**src/rtl/rtl_settings_pkg.sv**
```systemverilog
// rtl_settings_pkg: AMM bus geometry, command struct and the pattern helpers shared with compare_block
package rtl_settings_pkg;
  localparam int AMM_DATA_W  = 64;
  localparam int AMM_ADDR_W  = 32;
  localparam int AMM_BURST_W = 8;
  localparam int BE_W        = AMM_DATA_W / 8;
  localparam int OFF_W       = $clog2(BE_W);
  localparam int WC_W        = AMM_BURST_W - 1;
  localparam string ADDR_TYPE = "BYTE";
  localparam bit BYTE_ADDR   = (ADDR_TYPE == "BYTE");
  typedef enum logic {FIX_DATA = 1'b0, RND_DATA = 1'b1} data_mode_t;
  typedef enum logic [2:0] {IDLE_S, WRITE_S, RD_WAIT_S, READ_S, STOP_S} trans_state_t;
  // words_count is one bit narrower than burstcount so words_count+1 never overflows
  typedef struct packed {
    logic [AMM_ADDR_W-1:0] start_addr;
    logic [WC_W-1:0]       words_count;
    logic [OFF_W-1:0]      start_off;
    logic [OFF_W-1:0]      end_off;
    data_mode_t            data_mode;
    logic [7:0]            data_ptrn;
  } cmp_struct_t;
  function automatic logic [BE_W-1:0] byteenable_ptrn(input logic first, input logic [OFF_W-1:0] start_off,
                                                      input logic last, input logic [OFF_W-1:0] end_off);
    return (first ? {BE_W{1'b1}} << start_off : {BE_W{1'b1}}) &
           (last ? {BE_W{1'b1}} >> (OFF_W'(BE_W - 1) - end_off) : {BE_W{1'b1}});
  endfunction
  function automatic logic [7:0] lfsr8_next(input logic [7:0] p);
    return {p[6:0], p[7] ^ p[5] ^ p[4] ^ p[3]};
  endfunction
endpackage

```
**src/rtl/amm_wr_data_gen.sv**
```systemverilog
// amm_wr_data_gen: per-beat write pattern and byteenable, advancing only on accepted beats
module amm_wr_data_gen
  import rtl_settings_pkg::*;
(
  input  logic                  clk_i,
  input  logic                  rst_n_i,
  input  logic                  load_i,
  input  logic [7:0]            ptrn_i,
  input  logic                  adv_i,
  input  data_mode_t            mode_i,
  input  logic [WC_W-1:0]       wc_i,
  input  logic [OFF_W-1:0]      start_off_i,
  input  logic [OFF_W-1:0]      end_off_i,
  output logic [AMM_DATA_W-1:0] writedata_o,
  output logic [BE_W-1:0]       byteenable_o,
  output logic                  last_o
);
  logic [7:0]      r_ptrn;
  logic [WC_W-1:0] r_beat;
  logic            w_first;
  assign w_first      = r_beat == '0;
  assign last_o       = r_beat == wc_i;
  assign writedata_o  = {BE_W{r_ptrn}};
  assign byteenable_o = BYTE_ADDR ? byteenable_ptrn(w_first, start_off_i, last_o, end_off_i) : '1;
  always_ff @(posedge clk_i or negedge rst_n_i)
    if (!rst_n_i) begin
      r_ptrn <= '0;
      r_beat <= '0;
    end else if (load_i) begin
      r_ptrn <= ptrn_i;
      r_beat <= '0;
    end else if (adv_i) begin
      r_ptrn <= (mode_i == RND_DATA) ? lfsr8_next(r_ptrn) : r_ptrn;
      r_beat <= r_beat + WC_W'(1);
    end
endmodule

```
**src/rtl/amm_transmitter.sv**
```systemverilog
// amm_transmitter: Avalon-MM write-then-read burst master feeding compare_block.
// Define TRANSMITTER_STAT_EN for saturating write-beat / read-command counters.
module amm_transmitter
  import rtl_settings_pkg::*;
#(
  parameter int MAX_RD_OUTST = 4,
  parameter int CRED_W       = 3
) (
  input  logic                   clk_i,
  input  logic                   rst_n_i,
  input  logic                   test_start_i,
  input  logic                   cmd_valid_i,
  output logic                   cmd_ready_o,
  input  cmp_struct_t            cmd_struct_i,
  output logic [AMM_ADDR_W-1:0]  address_o,
  output logic                   read_o,
  output logic                   write_o,
  output logic [AMM_DATA_W-1:0]  writedata_o,
  output logic [BE_W-1:0]        byteenable_o,
  output logic [AMM_BURST_W-1:0] burstcount_o,
  input  logic                   waitrequest_i,
  output logic                   cmp_en_o,
  output cmp_struct_t            cmp_struct_o,
  input  logic                   cmp_done_i,
  input  logic                   cmp_error_i,
  output logic                   trans_busy_o,
  output logic [31:0]            wr_words_cnt_o,
  output logic [31:0]            rd_cmd_cnt_o
);
  trans_state_t r_state, w_next;
  cmp_struct_t r_cmd;
  logic [CRED_W-1:0] r_cred;
  logic r_err, r_cmp_en, r_ready_en;
  logic w_err, w_cmd_acc, w_wr_acc, w_rd_acc, w_last, w_inc, w_dec;
  logic [AMM_DATA_W-1:0] w_wdata;
  logic [BE_W-1:0] w_be;
  // an error seen mid-transfer is remembered until the FSM parks in STOP_S
  assign w_err        = cmp_error_i | r_err;
  assign cmd_ready_o  = r_ready_en && r_state == IDLE_S && !w_err;
  assign w_cmd_acc    = cmd_valid_i && cmd_ready_o;
  assign write_o      = r_state == WRITE_S;
  assign read_o       = r_state == READ_S;
  assign w_wr_acc     = write_o && !waitrequest_i;
  assign w_rd_acc     = read_o && !waitrequest_i;
  assign trans_busy_o = r_state != IDLE_S && r_state != STOP_S;
  assign address_o    = r_cmd.start_addr;
  assign burstcount_o = (write_o || read_o) ? AMM_BURST_W'(r_cmd.words_count) + AMM_BURST_W'(1) : '0;
  assign writedata_o  = write_o ? w_wdata : '0;
  assign byteenable_o = write_o ? w_be : '0;
  assign cmp_en_o     = r_cmp_en;
  assign cmp_struct_o = r_cmd;
  assign w_inc        = w_rd_acc && r_cred != CRED_W'(MAX_RD_OUTST);
  assign w_dec        = cmp_done_i && r_cred != '0;
  amm_wr_data_gen u_data_gen (
    .clk_i        (clk_i),
    .rst_n_i      (rst_n_i),
    .load_i       (w_cmd_acc),
    .ptrn_i       (cmd_struct_i.data_ptrn),
    .adv_i        (w_wr_acc),
    .mode_i       (r_cmd.data_mode),
    .wc_i         (r_cmd.words_count),
    .start_off_i  (r_cmd.start_off),
    .end_off_i    (r_cmd.end_off),
    .writedata_o  (w_wdata),
    .byteenable_o (w_be),
    .last_o       (w_last)
  );
  always_comb begin
    w_next = r_state;
    unique case (r_state)
      IDLE_S:    w_next = w_err ? STOP_S : w_cmd_acc ? WRITE_S : IDLE_S;
      WRITE_S:   w_next = (w_wr_acc && w_last) ? (w_err ? STOP_S : RD_WAIT_S) : WRITE_S;
      RD_WAIT_S: w_next = w_err ? STOP_S : (r_cred < CRED_W'(MAX_RD_OUTST)) ? READ_S : RD_WAIT_S;
      READ_S:    w_next = w_rd_acc ? (w_err ? STOP_S : IDLE_S) : READ_S;
      STOP_S:    w_next = test_start_i ? IDLE_S : STOP_S;
      default:   w_next = IDLE_S;
    endcase
  end
  always_ff @(posedge clk_i or negedge rst_n_i)
    if (!rst_n_i) begin
      r_state    <= IDLE_S;
      r_cmd      <= '0;
      r_cred     <= '0;
      r_err      <= 1'b0;
      r_cmp_en   <= 1'b0;
      r_ready_en <= 1'b0;
    end else begin
      r_state    <= w_next;
      r_ready_en <= 1'b1;
      r_cmp_en   <= w_rd_acc && !w_err;
      r_err      <= (r_state == STOP_S) ? 1'b0 : r_err | cmp_error_i;
      r_cred     <= test_start_i ? '0 : (w_inc && !w_dec) ? r_cred + CRED_W'(1) :
                    (w_dec && !w_inc) ? r_cred - CRED_W'(1) : r_cred;
      if (w_cmd_acc) r_cmd <= cmd_struct_i;
    end
`ifdef TRANSMITTER_STAT_EN
  logic [31:0] r_wr_cnt, r_rd_cnt;
  always_ff @(posedge clk_i or negedge rst_n_i)
    if (!rst_n_i) begin
      r_wr_cnt <= '0;
      r_rd_cnt <= '0;
    end else if (test_start_i) begin
      r_wr_cnt <= '0;
      r_rd_cnt <= '0;
    end else begin
      if (w_wr_acc && r_wr_cnt != '1) r_wr_cnt <= r_wr_cnt + 32'd1;
      if (w_rd_acc && r_rd_cnt != '1) r_rd_cnt <= r_rd_cnt + 32'd1;
    end
  assign wr_words_cnt_o = r_wr_cnt;
  assign rd_cmd_cnt_o   = r_rd_cnt;
`else
  assign wr_words_cnt_o = '0;
  assign rd_cmd_cnt_o   = '0;
`endif
endmodule

```
**config.mk**
```make
export PLATFORM = sky130hd
export DESIGN_NAME = amm_transmitter
export DESIGN_NICKNAME = d
export VERILOG_FILES = /design/src/rtl/rtl_settings_pkg.sv /design/src/rtl/amm_wr_data_gen.sv /design/src/rtl/amm_transmitter.sv
export SDC_FILE = /design/constraint.sdc
export NUM_CORES = 1
export LEC_CHECK = 0
export ABC_AREA = 0
export ABC_CLOCK_PERIOD_IN_PS = 3000
export CAP_MARGIN = 10
export CORE_MARGIN = 5
export CORE_UTILIZATION = 40
export CTS_CLUSTER_SIZE = 10
export DETAILED_ROUTE_END_ITERATION = 12
export GPL_ROUTABILITY_DRIVEN = 0
export PLACE_DENSITY = 0.82
export SYNTH_ARGS = -nofsm -noshare
export SYNTH_HDL_FRONTEND = slang
export SYNTH_HIERARCHICAL = 1
export SYNTH_SLANG_ARGS = --single-unit
```
**constraint.sdc**
```tcl
create_clock -name clk_i -period 3 [get_ports clk_i]
set_clock_uncertainty 0.1 [all_clocks]
set_input_delay 0.45 -clock clk_i [delete_from_list [all_inputs] [get_ports clk_i]]
set_output_delay 0.45 -clock clk_i [all_outputs]
set_load 0.05 [all_outputs]
```
## Word-level counts from Yosys, hierarchy flattened

Index checks and enable logic that the tools add are counted.

- Bits in registers: 78
- Output and inout port bits: 235
- Logic and storage cells: 82
- Input bits: 61

- Multiplexer cells: 24
- Bitwise logic cells: 5
- Add/sub/neg operators: 5
- Magnitude comparators: 1
- Reductions and logical operators: 25
- Shifts and indexed selects: 2
- Eq/ne operators: 7

Operators by type and width:

| kind | number |
|---|---|
| 64-bit two-way mux | 1 |
| 8-bit two-way mux | 7 |
| 3-bit two-way mux | 10 |
| 3-bit case mux with 5 select lines | 1 |
| 7-bit two-way mux | 2 |
| 1-bit logical AND | 12 |
| 3-bit nonzero test | 3 |
| 7-bit by 1-bit adder with 8-bit output (second input constant) | 1 |
| 8-bit AND | 1 |
| 8-bit by 3-bit << shifter with 8-bit output (first input constant) | 1 |
| 8-bit by 3-bit >> shifter with 8-bit output (first input constant) | 1 |
| 7-bit by 1-bit adder with 7-bit output (second input constant) | 1 |
| 7-bit == test | 1 |
| 7-bit logical NOT | 1 |
| 3-bit by 2-bit == test with 1-bit output (second input constant) | 2 |
| 3-bit inequality test (second input constant) | 2 |
| 1-bit logical NOT | 4 |
| 2-bit nonzero test | 2 |
| 3-bit by 1-bit adder with 3-bit output (second input constant) | 1 |
| 3-bit by 1-bit == test with 1-bit output (second input constant) | 1 |
| 3-bit == test (second input constant) | 1 |
| 3-bit logical NOT | 1 |
| 3-bit less-than comparator (second input constant) | 1 |
| 1-bit two-way mux | 3 |
| 6 further kinds | 8 |

## Logic depth before layout (Yosys ltp)

- Depth after elaboration: 8
- Depth in mapped cells: 10
- Depth with buffers taken out: 8

## By module

Netlist, hierarchy kept.

Modules (own cells, without submodules):

| module | instances | seq. area each (µm²) | area each (µm²) | cells an instance |
|---|---|---|---|---|
| amm_transmitter | 1 | 1576.5 | 4189.0 | 402 |
| amm_wr_data_gen | 1 | 375.4 | 1397.6 | 165 |

## Worst setup path after synthesis

Ideal clock, no wire load.

- Path type: reg-to-output
- From: reg r_cmd, in the netlist cmp_struct_o[15]
- To: out burstcount_o[6]
- Slack: 0.296 ns
- Data required time: 2.450 ns
- Arrival time: 2.154 ns
- Buffers on the path: 0
- Stages on the path, launching flop included: 5
- Cells stage by stage: dfrtp_1 -> ha_1 -> nand2_1 -> or3_1 -> a21oi_1

- Cells in the longest elaborated chain, start to end: 2

RTL lines:

| item | line | source |
|---|---|---|
| start: declaration | amm_transmitter.sv:31 | `cmp_struct_t r_cmd;` |
| start signal: assignment | amm_transmitter.sv:94 | `if (w_cmd_acc) r_cmd <= cmd_struct_i;` |
| 7-bit by 1-bit adder with 8-bit output | amm_transmitter.sv:47 | `assign burstcount_o = (write_o \|\| read_o) ? AMM_BURST_W'(r_cmd.words_count) + AMM_BURST_W'(1) : '0;` |
| 8-bit two-way mux | amm_transmitter.sv:47 |  |
| end: declaration | amm_transmitter.sv:20 | `output logic [AMM_BURST_W-1:0] burstcount_o,` |

No other way between the ends.

## Worst setup path in the final report

- From: reg r_state[0]
- To: out burstcount_o[3]

- Cells in the longest elaborated chain, start to end: 3
- Elaborated cells between the ends (all ways): 4
- Those cells by class: eq/ne: 2; mux: 1; reduce/logical: 1

RTL lines:

| item | line | source |
|---|---|---|
| start: declaration | amm_transmitter.sv:30 | `trans_state_t r_state, w_next;` |
| start signal: assignment | amm_transmitter.sv:88 | `r_state <= w_next;` |
| 3-bit by 1-bit == test with 1-bit output / 3-bit by 2-bit == test with 1-bit output (equally long branches) | amm_transmitter.sv:41, amm_transmitter.sv:42 |  |
| 1-bit logical OR (*) | amm_transmitter.sv:47 |  |
| 8-bit two-way mux (*) | amm_transmitter.sv:47 |  |

Mark *: on every way between the ends. The rest lies on a longest branch, timed or not.

==> results.yml <==
sta:
  relSlewSlack: 0.626
  period_needed_ns: 2.84
  max_slew.worst_pin.slew_ns: 0.559
  drv_slew: 0
  max_freq_ghz: 0.352
  period_share: 0.947
  setup_violations: 0
  final_hold_viol_count: 0
  tns_ns: 0
  rsz0062_at_grt: "no"
  hold-worst-slack_ns: 0.0113
yosys:
  synthAdderAreaFrac: 0.0103
  yosysUniqueCellTypes: 47
  synth_top_family_by_area: "buffers and inverters"
  synthTopCellsByArea: "dfrtp_1, buf_4, mux2_4"
  yosys_warnings: 6
  yosysTopAreaCell: "dfrtp_1"
  synth_xor_area_frac: 0.0282
  synthSimpleGateAreaFrac: 0.168
  yosys.area.top_type_share: 0.349
  async_flop_share: 1.00
  muxShareOfSynthArea: 0.151
  yosys_register_bits: 78
  synth_edf_count: 0
  synth.avg_cell_area_um2: 9.85
  yosysMostFrequentCell: "buf_4"
  synthFlopType: "dfrtp_1"
  syn_inst: 567
  synthTopCellsByCount: "buf_4, dfrtp_1, and3_1"
  synth-compound-area-share: 0.0497
  seq_area_frac_synth: 0.349
  synth_area_um2: 5590
worst_setup_path:
  endpoint_kind: "output port"
  cp.buffers_inverters: 1
  path_delay_family: "buffers and inverters"
  critPathSlowestCell: "clkdlybuf4s50_1"
  cp_cell_sequence: "nand2b_1 > nor2_1 > clkdlybuf4s50_1"
  start_kind: "flip-flop"
  worstPathArrival_ns: 2.29
  cp.required_ns: 2.45
  worstSetupPathType: "flip-flop to output port"
  crit_path_max_incr_delay_ns: 0.86
  path_max_fanout: 11
detailed_routing:
  viasPerCell: 4.71
  first_pass_iters: 4
  routed_wl_um: 15000
  drt_iter0_drc: 145
  vias: 4164
  drtAntennaViolNets: 0
  route.detailed.drc: 0
  wl_per_cell_um: 17.0
die:
  row_count: 43
  initial_utilization: 0.406
  io_pins: 296
  die-area_um2: 16400
  die_w_um: 128
  die_h_um: 128
  core_area_um2: 13800
clocking:
  clock-sinks: 78
  cts_buffers: 9
  clk_path_buf_depth: 2
  clkTransAtPathRegs_ns: 0.07
  cts_tree: "done"
  cts_htree_levels: 3
  cts_setup_buffers: 0
  clockRootBuffer: "clkbuf_16"
  clock_latency_ns: 0.33
global_route:
  overflow: 0
  antenna_found_initial: 0
  grt_pass1_vias: 4269
  grt_max_degree: 76
  grt_first_pass_wirelength_um: 23100
  grt_usage: 0.175
worst_hold_path:
  min_path_type: "primary input to asynchronous set/reset pin"
finish:
  drive_gt1_frac: 0.237
  area_growth_pct: 46.7
  layout.nets: 764
  diodes: 0
  fin_util: 0.595
  fin_cells: 884
outcome:
  run_status: "completed"
placement:
  hpwl_um: 11700
  place_inst: 868
  portBuffers: 231
pwr:
  leakage_nw: 3.92
  max-vdd-ir-drop_mv: 0.886
  finalPower_mw: 8.71
  power.density_nw_per_um2: 1060
job:
  drv_cap: 0
## final cells by class
| class | count | area [um2] |
|---|---|---|
| multi-input combinational | 359 | 2530 |
| tap | 180 | 225 |
| fill | 1118 | 5580 |
| clock inverter | 5 | 57.6 |
| clock buffer | 11 | 253 |
| sequential | 78 | 1950 |
| inverter | 9 | 33.8 |
| timing repair buffer | 242 | 3140 |
## path summary, 6_finish.rpt
check | from | endpoint | slack [ns] | depth (start not counted)
min in group clk_i | r_err | cmp_en_o | 0.40 | 1
setup / recovery | r_state[0] | burstcount_o[3] | 0.16 | 3
max in group asynchronous | rst_n_i | u_data_gen/r_ptrn[0] | 2.08 | 2
setup reg to reg | r_cred[1] | r_cred[1] | 0.55 | 8
hold reg to reg | r_err | cmp_en_o | 0.40 | 1
hold / removal | rst_n_i | cmp_struct_o[17] | 0.01 | 1
## worst register-to-register path: stages (launching register included)
cell,delay (ns)
dfrtp_1,0.45
nor2_1,0.29
nor2b_1,0.08
a211oi_1,0.27
fa_1,0.50
o32a_1,0.34
o21ai_0,0.07
a311o_1,0.13
o311a_1,0.16
## flip-flops by register name, summed over array words and instances, names as in the netlist
name and count:
address_o 32, cmp_en_o 1, cmp_struct_o 22, r_cred 3, r_err 1, r_ready_en 1, r_state 3, u_data_gen/r_beat 7
u_data_gen/r_ptrn 8
## cells in the final DEF (no fill, tap or decap), types with 3 or more instances in the layout
cell               n
a21oi_1            9
a31oi_1            3
and3_1            72
buf_12            75
buf_4             14
clkbuf_16          9
clkdlybuf4s50_1  152
clkinvlp_4         3
conb_1            65
dfrtp_1           78
ha_1               3
inv_1              9
mux2_2            16
mux2_4            38
mux2i_1            9
nand2_1           21
nand3_1            8
nand3b_1           3
nor2_1            22
nor3_1            11
nor4_1             3
o21ai_0           20
or3_1              6
xnor2_1            6
xor2_1            12
## repair_timing
action	CTS	global route
gates resized for setup	0	1
setup endpoints to repair	0	1
hold buffers	0	0
## cell families after synthesis
| group | after synthesis |
|---|---|
| adders and majority gates | 4 |
| muxes | 63 |
| buffers and inverters | 193 |
| DFF | 78 |
| other | 2 |
| AOI/OAI and AO/OA | 45 |
| xor gates and xnor gates | 18 |
| and+or+nand+nor | 164 |
## per-stage QoR
stage	setup WS (ns)	instance area [um2]
after floorplan	0.296	5820
after global placement	0.349	7880
after detailed placement	0.289	7880
after CTS	0.0955	8190
after global routing	0.00124	8200
final	0.158	8200
## report_power, final
group          internal [mW]  total [mW]  switching, mW
sequential              1.49        2.13          0.634
combinational           2.04        5.46           3.43
clock                  0.689        1.12          0.434
## metal layers
layer	track usage	up-vias	wire length [um]
met5	0	-	0
met4	0.0418	0	159
met3	0.0667	12	1620
met2	0.297	227	7320
met1	0.208	1950	5900
li1	-	1975	-
(Power assumes the default switching activity.)
